===== config.mk =====
export PLATFORM = sky130hd
export DESIGN_NAME = pc_unit
export DESIGN_NICKNAME = d
export VERILOG_FILES = /design/src/rtl/pc_unit.sv
export SDC_FILE = /design/constraint.sdc
export NUM_CORES = 1
export LEC_CHECK = 0
export BUFFER_PORTS_ARGS = -buffer_cell sky130_fd_sc_hd__clkbuf_2
export CAP_MARGIN = 40
export CELL_PAD_IN_SITES_DETAIL_PLACEMENT = 1
export CELL_PAD_IN_SITES_GLOBAL_PLACEMENT = 1
export CORE_UTILIZATION = 42
export CTS_BUF_LIST = sky130_fd_sc_hd__clkbuf_8
export DETAILED_ROUTE_END_ITERATION = 8
export HOLD_SLACK_MARGIN = 0.15
export PLACE_DENSITY_LB_ADDON = 0.2
export SLEW_MARGIN = 20
export SYNTH_ARGS = -nofsm -noshare
export SYNTH_HDL_FRONTEND = slang
export SYNTH_SLANG_ARGS = --single-unit
export TNS_END_PERCENT = 30

===== constraint.sdc =====
create_clock -name in_clk -period 5.2 [get_ports in_clk]
set_clock_uncertainty 0.05 [all_clocks]
set_input_delay 0.52 -clock in_clk [delete_from_list [all_inputs] [get_ports in_clk]]
set_output_delay 0.52 -clock in_clk [all_outputs]
set_load 0.005 [all_outputs]

===== src/rtl/pc_unit.sv =====
// Program-counter stage: picks the next PC from increment, branch, exception or eret,
// and parks one redirect while the pipeline is held so it is applied on release.
module pc_unit #(
   parameter int               WIDTH        = 32,
   parameter logic [WIDTH-1:0] RESET_VECTOR = 32'h00400000,
   parameter logic [WIDTH-1:0] EXC_VECTOR   = 32'h00400004,
   parameter int               INC          = 4
) (
   input  logic             in_clk,
   input  logic             in_rst,
   input  logic             in_ena,
   input  logic             in_stall,
   input  logic             in_br_valid,
   input  logic [WIDTH-1:0] in_br_target,
   input  logic             in_exc,
   input  logic [WIDTH-1:0] in_exc_pc,
   input  logic             in_eret,
   output logic [WIDTH-1:0] out_pc,
   output logic [WIDTH-1:0] out_pc_plus,
   output logic [WIDTH-1:0] out_epc,
   output logic             out_pending
);

   localparam logic [WIDTH-1:0] INC_W     = WIDTH'(INC);
   localparam logic [1:0]       PRIO_BR   = 2'd0;
   localparam logic [1:0]       PRIO_ERET = 2'd1;
   localparam logic [1:0]       PRIO_EXC  = 2'd2;

   logic             adv;
   logic             req;
   logic [1:0]       req_prio;
   logic [WIDTH-1:0] req_target;

   logic [WIDTH-1:0] pend_target;
   logic [WIDTH-1:0] pend_exc_pc;
   logic [1:0]       pend_prio;

   assign adv         = in_ena & ~in_stall;
   assign req         = in_exc | in_eret | in_br_valid;
   assign out_pc_plus = out_pc + INC_W;

   // Eret resolves to the EPC value visible now, so a parked eret keeps that target.
   always_comb begin
      req_prio   = PRIO_BR;
      req_target = in_br_target;
      if (in_exc) begin
         req_prio   = PRIO_EXC;
         req_target = EXC_VECTOR;
      end else if (in_eret) begin
         req_prio   = PRIO_ERET;
         req_target = out_epc;
      end
   end

   always_ff @(posedge in_clk or posedge in_rst) begin
      if (in_rst) begin
         out_pc      <= RESET_VECTOR;
         out_epc     <= '0;
         out_pending <= 1'b0;
         pend_target <= '0;
         pend_exc_pc <= '0;
         pend_prio   <= PRIO_BR;
      end else if (adv) begin
         if (req) begin
            out_pc      <= req_target;
            out_pending <= 1'b0;
            if (in_exc)
               out_epc <= in_exc_pc;
         end else if (out_pending) begin
            out_pc      <= pend_target;
            out_pending <= 1'b0;
            if (pend_prio == PRIO_EXC)
               out_epc <= pend_exc_pc;
         end else begin
            out_pc <= out_pc_plus;
         end
      end else if (req && (!out_pending || req_prio >= pend_prio)) begin
         // Held: equal or higher priority replaces the parked entry, lower is dropped.
         pend_target <= req_target;
         pend_exc_pc <= in_exc_pc;
         pend_prio   <= req_prio;
         out_pending <= 1'b1;
      end
   end

endmodule


Word level (Yosys, flattened, before mapping)
Cells that the tools add are included.
{ "totals": {"reg_bits": 131} }
{ "classes": {"n_bitwise": 5, "n_lt_le_gt_ge": 1, "reduce_logical": 8, "mux": 12, "n_eq_ne": 2, "addsub": 1} }
{ "ops": {"columns": ["op", "count"], "rows": [
  ["$mux W32", 8],
  ["$add A32 B3 Y32 const B", 1],
  ["$reduce_bool A2 Y1", 3],
  ["$reduce_and A4 Y1", 1],
  ["$mux W1", 3],
  ["$eq A2 B2 Y1 const B", 1],
  ["$ge A2 B2 Y1", 1],
  ["$mux W2", 1],
  ["$ne A2 B2 Y1 const B", 1],
  ["$not A1 Y1", 2],
  ["$or A1 B1 Y1", 2],
  ["$reduce_and A2 Y1", 1],
  ["$and A1 B1 Y1", 1],
  ["$logic_and A1 B1 Y1", 1],
  ["$logic_not A1 Y1", 1],
  ["$logic_or A1 B1 Y1", 1]
]} }

Depth between registers and ports, before layout
Gate-level depths: netlist (run 1).
{ "logic_depth": {"ltp_word": 7, "ltp_mapped": 12, "depth_no_buf": 7} }

Worst setup path before layout (run 1)
OpenSTA, ideal clock, no wires.
{ "synth_timing": {"path_kind": "in2reg", "startpoint": "in in_eret", "endpoint": "reg pend_exc_pc[0]", "path_buffers": 5, "cell_stages": 10, "slack_ps": 2190, "arrival_time_ps": 2835, "setup_time_ps": 125, "cell_sequence": "buf_2 > buf_2 > clkbuf_1 > nand2b_1 > ha_1 > o21ai_0 > a311oi_2 > buf_2 > buf_2 > mux2_2"} }
{ "synth_via": {"elab_chain_cells": 6, "elab_cells_between_ends": 8, "cone_classes": "order compare: 1; mux: 2; bitwise: 2; reduce/logical: 3"} }
{ "synth_rtl": {"columns": ["element", "line", "source"], "rows": [
  ["from (decl)", "17", "input logic in_eret,"],
  ["$mux W1", "49", "end else if (in_eret) begin"],
  ["$mux W2", "46", "if (in_exc) begin"],
  ["$ge A2 B2 Y1", "77", "end else if (req && (!out_pending || req_prio >= pend_prio)) begin"],
  ["$logic_or A1 B1 Y1", "77", null],
  ["$logic_and A1 B1 Y1 (*)", "77", null],
  ["$reduce_and A2 Y1 (no line) (*)", null, null],
  ["to (signal assigned)", "80", "pend_exc_pc <= in_exc_pc;"],
  ["to (decl)", "35", "logic [WIDTH-1:0] pend_exc_pc;"]
]} }
Every way passes the cells marked *; elsewhere a longest branch is shown, timed or not.
A chain may end at the register's enable or synchronous reset.

Worst setup path in the final report (run 1)
{ "layout_timing": {"startpoint": "reg out_pc[4]", "endpoint": "out out_pc_plus[13]"} }
{ "layout_via": {"elab_chain_cells": 1} }
{ "layout_rtl": {"columns": ["element", "line", "source"], "rows": [
  ["from (decl)", "18", "output logic [WIDTH-1:0] out_pc,"],
  ["from (signal assigned)", "65", "out_pc <= req_target;"],
  ["from (signal assigned)", "70", "out_pc <= pend_target;"],
  ["from (signal assigned)", "75", "out_pc <= out_pc_plus;"],
  ["$add A32 B3 Y32", "40", "assign out_pc_plus = out_pc + INC_W;"],
  ["to (decl)", "19", "output logic [WIDTH-1:0] out_pc_plus,"]
]} }
Every way passes these cells.

==> results of run 1 <==
[flip-flops by register name (all words and copies together), names as in the netlist]
name	count
pend_exc_pc	32
pend_prio	2
out_pc	32
pend_target	32
out_pending	1
out_epc	32
[report_power, final]
group | internal (uW) | total, uW | switching, uW
clock | 512 | 931 | 419
combinational | 427 | 834 | 407
sequential | 1270 | 1500 | 235
[layout make-up]
type	instances	area (um2)	area share
clock buffer	20	275.3	0.03176
tap	220	275.3	0.03176
inverter	14	57.56	0.006642
antenna	1	2.502	0.0002888
clock inverter	12	153.9	0.01776
timing repair buffer	181	964.7	0.1113
multi-input combinational	551	3657	0.4220
sequential	131	3279	0.3784
[layer usage]
metal	GRT usage	part of all wire	up-vias
li1	-	-	2962
met1	0.3525	0.46	3138
met2	0.4229	0.48	153
met3	0.04483	0.042	29
met4	0.08301	0.019	0
met5	0	0	-
[stage by stage]
stage               instances  area [um2]
floorplan                 754        7209
global placement         1094        8188
detailed placement       1096        8227
CTS                      1128        8656
global route             1130        8666
finish                   1130        8666
[critical path: cells and delay by family (launching register included)]
kind | cells | cell delay, ns
XOR/XNOR | 1 | 0.17
AND/OR/NAND/NOR | 3 | 1.25
flip-flops | 1 | 0.52
buffers and inverters | 1 | 0.13
[kinds of logic after synthesis]
| family | count (synthesis) | share of synthesized area |
|---|---|---|
| AOI/OAI and AO/OA | 165 | 0.1473 |
| muxes | 95 | 0.1430 |
| and+or+nand+nor | 260 | 0.1739 |
| DFF | 131 | 0.4549 |
| adders and majority gates | 3 | 0.005207 |
| buffers and inverters | 72 | 0.04165 |
| xor gates and xnor gates | 28 | 0.03402 |
[final timing paths]
kind	startpoint	to	slack, ns
worst max-delay path	out_pc[4]	out_pc_plus[13]	2.13
worst max register to register	out_pending	out_epc[25]	2.76
worst min register to register	pend_exc_pc[2]	pend_exc_pc[2]	0.46
min in group in_clk	in_exc_pc[14]	pend_exc_pc[14]	0.28
worst min-delay path	in_rst	out_pc[23]	0.11
max in group asynchronous	in_rst	out_epc[2]	3.73
[synth_stat cells (14+ instances only)]
library cell  instances  share of area
a21oi_1              34          0.024
o21ai_0              35          0.024
inv_1                14         0.0073
nor2_1               78          0.041
clkbuf_1             34          0.018
nand3_1              14         0.0097
xnor2_1              20          0.024
mux2i_1              31          0.043
dfrtp_1             130           0.45
a31oi_1              38          0.033
buf_2                18          0.012
nand2_1             102          0.053
mux2_2               64           0.10
==> run metrics, run 1 <==
clock sinks 131; Power Density 377.2 nW/um2; Post-route DRC 0; RSZ-0062 raised after global routing false; Post-synth EDFFs 0; std cell rows 47; register clock-pin slew on the reported worst setup and hold paths 0.09 ns; Total Routed Length 22120 um; largest net degree at the start of global routing 79; CTS Buf Count 17; grt total ovfl 0; fraction of layout cells with a size suffix above 1 0.3201; worst hold path type input pin to async pin; Routed Antenna Nets 0; CP cell instances nand3_1 -> nor4_1 -> and3_1 -> xor2_1 -> clkbuf_2; hold buffers post-CTS 0; synthesized flop and latch total approximately 130; Wirelength per Cell 19.58 um; Die Footprint 17690 um2; Vias 6282; First-pass DRT Iterations 4; Max VDD drop 0.0001909 V; placer's final routability congestion estimate 0.8235; Worst path slowest cell nor4_1; FILL cells just under 2000; status finished clean; post-cts resize count 0; Slew @ Worst Pin 0.7549 ns; Setup crit end kind output pin; Max-cap violations 0; commonest non-fill, non-tap cell in the layout clkbuf_2; Final Hold Viols 0; crit path max fanout 9; fin crit period 3.070 ns; first-pass GRT wire length 35890 um; setup TNS 0 ns; Via density approximately 5.6; Initial Utilization 0.4332; Root Driver clkbuf_8; post-synthesis sequential area ratio 0.4549; Synthesis Warnings 0; DRT iter0 DRCs ~290; critical path type flip-flop to output pin; GRT Util Overall 0.2602; vias in the first global route 6580; Placeable Area 16640 um2; most frequent cells in the layout clkbuf_2 (167), dfrtp_1 (130), nand2_1 (102), nor2_1 (77), mux2_2 (64); I/O pins around 170; post-synthesis cell area 7209 um2; P&R area growth vs syn 20.20%; FMAX 325.8 MHz; Startpoint Class flip-flop; Slew Limit Headroom 0.4955; worst-skew pair later-pin latency 0.44 ns; ys async rst share 1.000; Total Power 3269 uW; Slew Viols, Final 0; H-tree levels 4; Reg2Reg Depth 5; Avg Cell Area, Syn 9.562 um2; Die H around 130 um; Worst Slack Setup Final 2.130 ns; initial antenna violation count 1; delay of the slowest critical-path stage 0.61 ns; Final period util 0.5903; Critical Path RT 4.63 ns; final-stage net count 970; Final setup viols 0; leakage 0.004038 uW; number of I/O port buffers 167; Final Core Density 0.5207; Netlist cell types 53; worst endpoint data arrival time 2.50 ns; Die Width 133.0 um; syn_nets 828; postcts setup bufs 0; worst hold slack about 0.11 ns; clk buf depth 2; top_reg_cell synth dfrtp_1; Post-DP HPWL ~16000 um; Gate Count Post-Synth 754; CTS tree done; Place WS 1.921 ns
Power figures use the tool's default switching activity.
==> run 2: changes to the inputs <==
- CORE_UTILIZATION: 42 -> 38
- clock period: 5.2 -> 2.5 ns (I/O delays scaled with it)
==> run 2 against run 1 <==
Die area rose by 10%; sequential share of layout area shrank 2.8 points; critical path type unchanged; via count rose by 5.5%; the flow now finishes with violations (setup timing); critical endpoint is now out_pc_plus[25]; sequential cell count unchanged; non-clock buffer count up 61.
==> run metrics, run 2 (synthesized netlist as in run 1, its figures left out) <==
Via density 5.503 (-1.0%); Max VDD drop 0.0003370 V (+77%); Reg2Reg Depth 5 (unchanged); fin crit period 2.569 ns; vias in the first global route 6800 (+3.3%); worst hold stages 4; Critical Path RT 2.20 ns (-2.43 ns); Top delay family on crit path simple AND/OR/NAND/NOR gates; CTS Buf Count 17 (unchanged); Worst Slack Setup Final -0.06915 ns (-2.199 ns); clk buf depth 2 (unchanged); Final setup viols 2 (+2); Final Hold Viols 0 (unchanged); P&R area growth vs syn 29.97%; Power Density 761.7 nW/um2 (+100%); Routed Antenna Nets 0 (unchanged); Vias 6626 (+5.5%); Sw Pwr 2234 uW (+110%); fraction of layout cells with a size suffix above 1 0.3423 (+0.02214); commonest non-fill, non-tap cell in the layout clkbuf_2; worst hold slack 0.1663 ns (+0.05910 ns); Die Width 139.7 um (+5.1%); worst-skew pair later-pin latency 0.45 ns (about the same); register clock-pin slew on the reported worst setup and hold paths 0.08 ns (about the same); min-delay src in_br_target[20]; Worst path slowest cell dfstp_2; std cell rows 50 (+6.4%); clock power share 0.300 (+0.015); Root Driver clkbuf_8; largest net degree at the start of global routing 132 (+67%); Post-DP HPWL 16750 um (+5.1%); CTS tree done; Initial Utilization 0.3867 (-0.04649); critical path type flip-flop to output pin; crit path max fanout 5 (-4); I/O pins 168 (unchanged); CP cell instances nand4_1 -> nor4_4 -> buf_4 -> buf_4 -> nand2_2 -> xnor2_1 -> buf_2; number of I/O port buffers 167 (unchanged); Antenna diodes 0 (-1); setup TNS -0.1273 ns (-0.1273 ns); Total Routed Length 23610 um (+6.7%); Post-route DRC 0 (unchanged); GRT Util Overall 0.2440 (-0.01624); placed cell area 8394 um2 (+2.0%); delay of the slowest critical-path stage 0.57 ns (-0.04 ns); cell mode on critical path buf_4; Setup crit end kind output pin; Die Footprint 19530 um2 (+10%); H-tree levels 4 (unchanged); First-pass DRT Iterations 4 (unchanged); FMAX 389.2 MHz; Slew Limit Headroom 0.4973 (+0.001748); most frequent cells in the layout clkbuf_2 (164), dfrtp_1 (123), nand2_1 (98), nor2_1 (74), mux2_2 (64); Slew Viols, Final 0 (unchanged); clock sinks 131 (unchanged); failing checks setup timing; placer's final routability congestion estimate 0.8338 (+1.3%); final-stage net count 1031 (+6.3%); worst endpoint data arrival time 2.27 ns (-0.23 ns); RSZ-0062 raised after global routing true; first-pass GRT wire length 37230 um (+3.7%); Reg power frac 0.439 (-0.021); FILL cells 2164 (+9.7%); grt total ovfl 0 (unchanged); Comb power frac 0.261 (+0.006); Slew @ Worst Pin 0.7541 ns (-0.0008306 ns); Die H 139.7 um (+5.1%); Final period util 1.028; initial antenna violation count 1 (unchanged); Int Pwr 4903 uW (+120%); Sw Share 0.3130 (-0.01150); Crit. Startpoint out_pc[22]; worst hold path type input pin to flip-flop; reg2reg start pend_prio[0]; Final Instance Area 9370 um2 (+8.1%); Critical Path Stages 7 (+2); Startpoint Class flip-flop; leakage 0.004377 uW (+8.4%); Place WS 0.1903 ns (-1.731 ns); DRT iter0 DRCs 322 (+10%); CP bufs+invs 3 (+2); status finished with violations; Wirelength per Cell 19.61 um (+0.15%); Max-cap violations 0 (unchanged); Placeable Area 18640 um2 (+12%)
[run 2: cell types whose count changed in the layout (fill, tap and decap cells not counted), moves of 5 or more]
| cell | change |
|---|---|
| buf_4 | +21 |
| dlygate4sd3_1 | +36 |
| buf_12 | +5 |
| dfrtp_1 | -7 |
| dfrtp_2 | +7 |
[run 2: path summary, 6_finish.rpt]
path | end | slack [ns]
max in group asynchronous | out_epc[8] | 1.34
hold reg to reg | pend_exc_pc[26] | 0.46
min in group asynchronous | out_pc[18] | 0.46
setup reg to reg | pend_target[29] | 0.38
setup / recovery | out_pc_plus[25] | -0.07
hold / removal | pend_target[20] | 0.17
[run 2: power by group through the flow]
stage	clock network [uW]	logic, uW	registers [uW]
global route	2260	2040	3200
floorplan	0	1120	3010
finish	2140	1860	3130
global placement	0	1720	3110
CTS	2180	1860	3120
detailed placement	0	1810	3160
[run 2: tightest hold or removal path, delay by kind of cell]
family,cells,cell delay [ns]
multiplexers,2,0.20
buffers and inverters,1,0.10
AND/OR/NAND/NOR,1,0.07
[run 2: what timing repair did]
action,CTS,global route
pin swaps,5,6
endpoints found under the setup margin,19,20
buffers inserted,3,8
resized for setup,10,15
hold buffers,36,0
endpoints found under the hold margin,197,0
[run 2: layer usage]
layer,global-route usage,wire (um),up-vias
met1,0.3188,10630,3338
met4,0.09023,459,2
met5,0,12,-
li1,-,-,3088
met3,0.04852,1108,31
met2,0.3995,11400,167
[run 2: per-stage QoR]
step	instances	total power (uW)	util
after floorplan	754	4128	-
after global placement	1125	4832	0.4503
after detailed placement	1125	4964	0.4503
after CTS	1196	7163	0.4975
after global routing	1204	7511	0.5026
final	1204	7137	0.5026
[run 2: layout make-up]
| cell class | instances | area, um2 | area share |
|---|---|---|---|
| Multi-Input combinational cell | 551 | 3702 | 0.3951 |
| Sequential cell | 131 | 3288 | 0.3509 |
| Timing Repair Buffer | 242 | 1559 | 0.1664 |
| Tap cell | 234 | 292.8 | 0.03125 |
| Clock buffer | 21 | 289.0 | 0.03085 |
| Clock inverter | 11 | 182.7 | 0.01950 |
| Inverter | 14 | 56.30 | 0.006009 |
==> run 3: changes to the inputs <==
- ABC_AREA: not set -> 1
- CELL_PAD_IN_SITES_DETAIL_PLACEMENT: 1 -> not set
- CELL_PAD_IN_SITES_GLOBAL_PLACEMENT: 1 -> not set
- CORE_UTILIZATION: 38 -> 46
- PLACE_DENSITY: not set -> 0.71
- PLACE_DENSITY_LB_ADDON: 0.2 -> not set
==> run 3 against run 2 <==
The run ends with DRC left; global-route usage up 1.6 points; utilization up 9.9 points; area after synthesis shrank 2.6%; worst setup slack gained 0.23 ns; power fell by 13%; sequential power shrank 5%; via count rose by 2.1%; die area is 19% lower.
==> run metrics, run 3 <==
worst-skew pair later-pin latency 0.45 ns (about the same); CP bufs+invs 1 (-2); placer's final routability congestion estimate 0.9088 (+9.0%); Max-cap violations 0 (unchanged); Routed Antenna Nets 0 (unchanged); Slew Viols, Final 0 (unchanged); Synthesis Warnings 0 (unchanged); Vias 6765 (+2.1%); Gate Count Post-Synth 934 (+24%); I/O pins 168 (unchanged); GRT Util Overall 0.2598 (+0.01584); fraction of layout cells with a size suffix above 1 0.2068 (-0.1355); DRT iter0 DRCs 417 (+30%); cell mode on critical path nor2_4; failing checks DRC; Slew @ Worst Pin 0.5714 ns (-0.1827 ns); worst endpoint data arrival time 2.04 ns (-0.23 ns); Die Footprint 15770 um2 (-19%); register clock-pin slew on the reported worst setup and hold paths 0.07 ns (about the same); most frequent cells in the layout nand2_1 (283), clkbuf_2 (167), dfrtp_1 (130), o21ai_0 (115), inv_1 (103); Die H 125.6 um (-10%); number of I/O port buffers 167 (unchanged); largest cells by area after synthesis dfrtp_1 (46%), nand2_1 (15%), o21ai_0 (8.2%); Yosys top cell area share 0.4632 (+0.01198); Post-route DRC 11 (+11); status finished with violations; final-stage net count 1214 (+18%); commonest non-fill, non-tap cell in the layout nand2_1; worst hold path type input pin to flip-flop; clock sinks 131 (unchanged); most frequent cell after synthesis nand2_1; First-pass DRT Iterations 9 (+5); Final Instance Area 8846 um2 (-5.6%); Critical Path RT 2.20 ns (about the same); Via density 5.067 (-7.9%); post-synthesis sequential area ratio 0.4670 (+0.01207); leakage 0.004392 uW (+0.33%); Root Driver clkbuf_8; syn_nets 1008 (+22%); ys async rst share 1.000 (unchanged); Wirelength per Cell 14.67 um (-25%); Worst path slowest cell dfrtp_1; Final setup viols 0 (-2); H-tree levels 4 (unchanged); RSZ-0062 raised after global routing false; CP cell instances ha_1 -> nand2_1 -> nor2_4 -> nand2_4 -> nor2_4 -> nand3_1 -> and2_1 -> clkbuf_2; Avg Cell Area, Syn 7.519 um2 (-21%); Netlist cell types 35 (-34%); Int Pwr 4063 uW (-17%); Die Width 125.6 um (-10%); top_reg_cell synth dfrtp_1; setup TNS 0 ns (+0.1273 ns); Max VDD drop 0.0003812 V (+13%); crit path max fanout 5 (unchanged); Top delay family on crit path simple AND/OR/NAND/NOR gates; CTS tree done; Post-synth EDFFs 0 (unchanged); Post-DP HPWL 13750 um (-18%); largest net degree at the start of global routing 102 (-23%); dpl cells 1252 (+11%); Startpoint Class flip-flop; first-pass GRT wire length 32070 um (-14%); P&R area growth vs syn 25.96%; Slew Limit Headroom 0.6191 (+0.1218); Reg power frac 0.478 (+0.039); std cell rows 44 (-12%); Final period util 0.9351 (-0.09258); clk buf depth 2 (unchanged); Total Routed Length 19590 um (-17%); placed cell area 7979 um2 (-4.9%); fin crit period 2.338 ns (-0.2314 ns); Yosys top cell by area dfrtp_1; Power Density 702.8 nW/um2 (-7.7%); Total Power 6217 uW (-13%); delay of the slowest critical-path stage 0.39 ns (-0.18 ns); Antenna diodes 0 (unchanged); synthesized flop and latch total 131 (unchanged); Placeable Area 14700 um2 (-21%); commonest cells in the netlist nand2_1 (283), dfrtp_1 (130), o21ai_0 (115), inv_1 (100), nor2_1 (85); Setup crit end kind output pin; initial antenna violation count 1 (unchanged); fin cells 1335 (+11%); Comb power frac 0.273 (+0.012); Final Core Density 0.6018 (+0.09919); Final Hold Viols 0 (unchanged); grt total ovfl 0 (unchanged); Sw Share 0.3464 (+0.03335); clock power share 0.248 (-0.052); post-synthesis cell area 7023 um2 (-2.6%); CTS Buf Count 17 (unchanged); Initial Utilization 0.4778 (+0.09107); critical path type flip-flop to output pin; FMAX 427.8 MHz (+9.9%); vias in the first global route 6295 (-7.4%); Sw Pwr 2153 uW (-3.6%)
[run 3: cell types whose count changed after synthesis, sizes merged, moves of 11 or more]
cell    before  now
a21oi       34   55
a31oi       38    1
and3        11    0
clkbuf      34   19
inv         14  104
mux2        64    0
mux2i       31    0
nand2      102  287
nor2        78  100
o211ai       1   31
o21ai       35  118
xnor2       20    3
[run 3: kinds of logic (layout without fill, tap and decap cells)]
kind of cell    after synthesis  after routing  share of synthesized area
xor+xnor                     15             15                    0.02192
flops                       131            131                     0.4670
compound gates              216            216                     0.1707
simple gates                417            417                     0.2455
buf+inv                     152            369                    0.08961
fa+ha+maj                     3              3                   0.005345
[run 3: layout make-up]
type | count | area [um2]
repair buffers | 235 | 1491
flip-flops and latches | 131 | 3279
clock buffers | 21 | 289.0
fillers | 1368 | 5853
well taps | 184 | 230.2
clock inverters | 9 | 42.54
inverters | 104 | 394.1
multi-input cells | 651 | 3119
[run 3: what timing repair did]
item / 4_1_cts / 5_1_grt
buffers inserted: 0 / 0
setup endpoints to repair: 0 / 3
gates resized for setup: 0 / 1
hold buffers: 53 / 0
hold endpoints to repair: 214 / 0
[run 3: tightest hold or removal path, cell delays in order]
cell,delay [ns]
clkbuf_2,0.07
nand2_1,0.04
o21ai_0,0.14
nand2_1,0.07
nand2_1,0.05
[run 3: worst paths after layout]
kind                                 start              end  slack (ns)  depth (start not counted)
setup / recovery                 out_pc[2]  out_pc_plus[26]        0.16                          8
hold / removal             in_br_target[5]   pend_target[5]        0.17                          5
setup reg to reg              pend_prio[0]  pend_exc_pc[14]        0.63                          7
hold reg to reg             pend_target[5]   pend_target[5]        0.43                          2
max in group asynchronous           in_rst      out_epc[31]        1.51                          4
min in group asynchronous           in_rst       out_pc[13]        0.43                          4
[run 3: stage by stage]
step,hold WS [ns],setup WS (ns)
global route,0.1926,0.02638
finish,0.1666,0.1623
CTS,0.1503,0.04737
detailed placement,0.3662,0.3991
floorplan,0.3210,0.5776
global placement,0.3661,0.4140
[run 3: power by group through the flow]
stage / registers [uW] / clock network (uW) / logic [uW]
final: 2970 / 1540 / 1700
after global routing: 3040 / 1670 / 1940
after CTS: 2970 / 1580 / 1700
after detailed placement: 3010 / 0 / 1630
after global placement: 2990 / 0 / 1590
after floorplan: 2940 / 0 / 1000
[run 3: metal layers]
metal	part of all wire	routed length (um)	vias to the layer above	global-route usage
li1	-	-	3389	-
met1	0.47	9236	3113	0.3745
met2	0.45	8810	237	0.3889
met3	0.058	1133	26	0.04621
met4	0.021	410	0	0.1004
met5	0	0	-	0
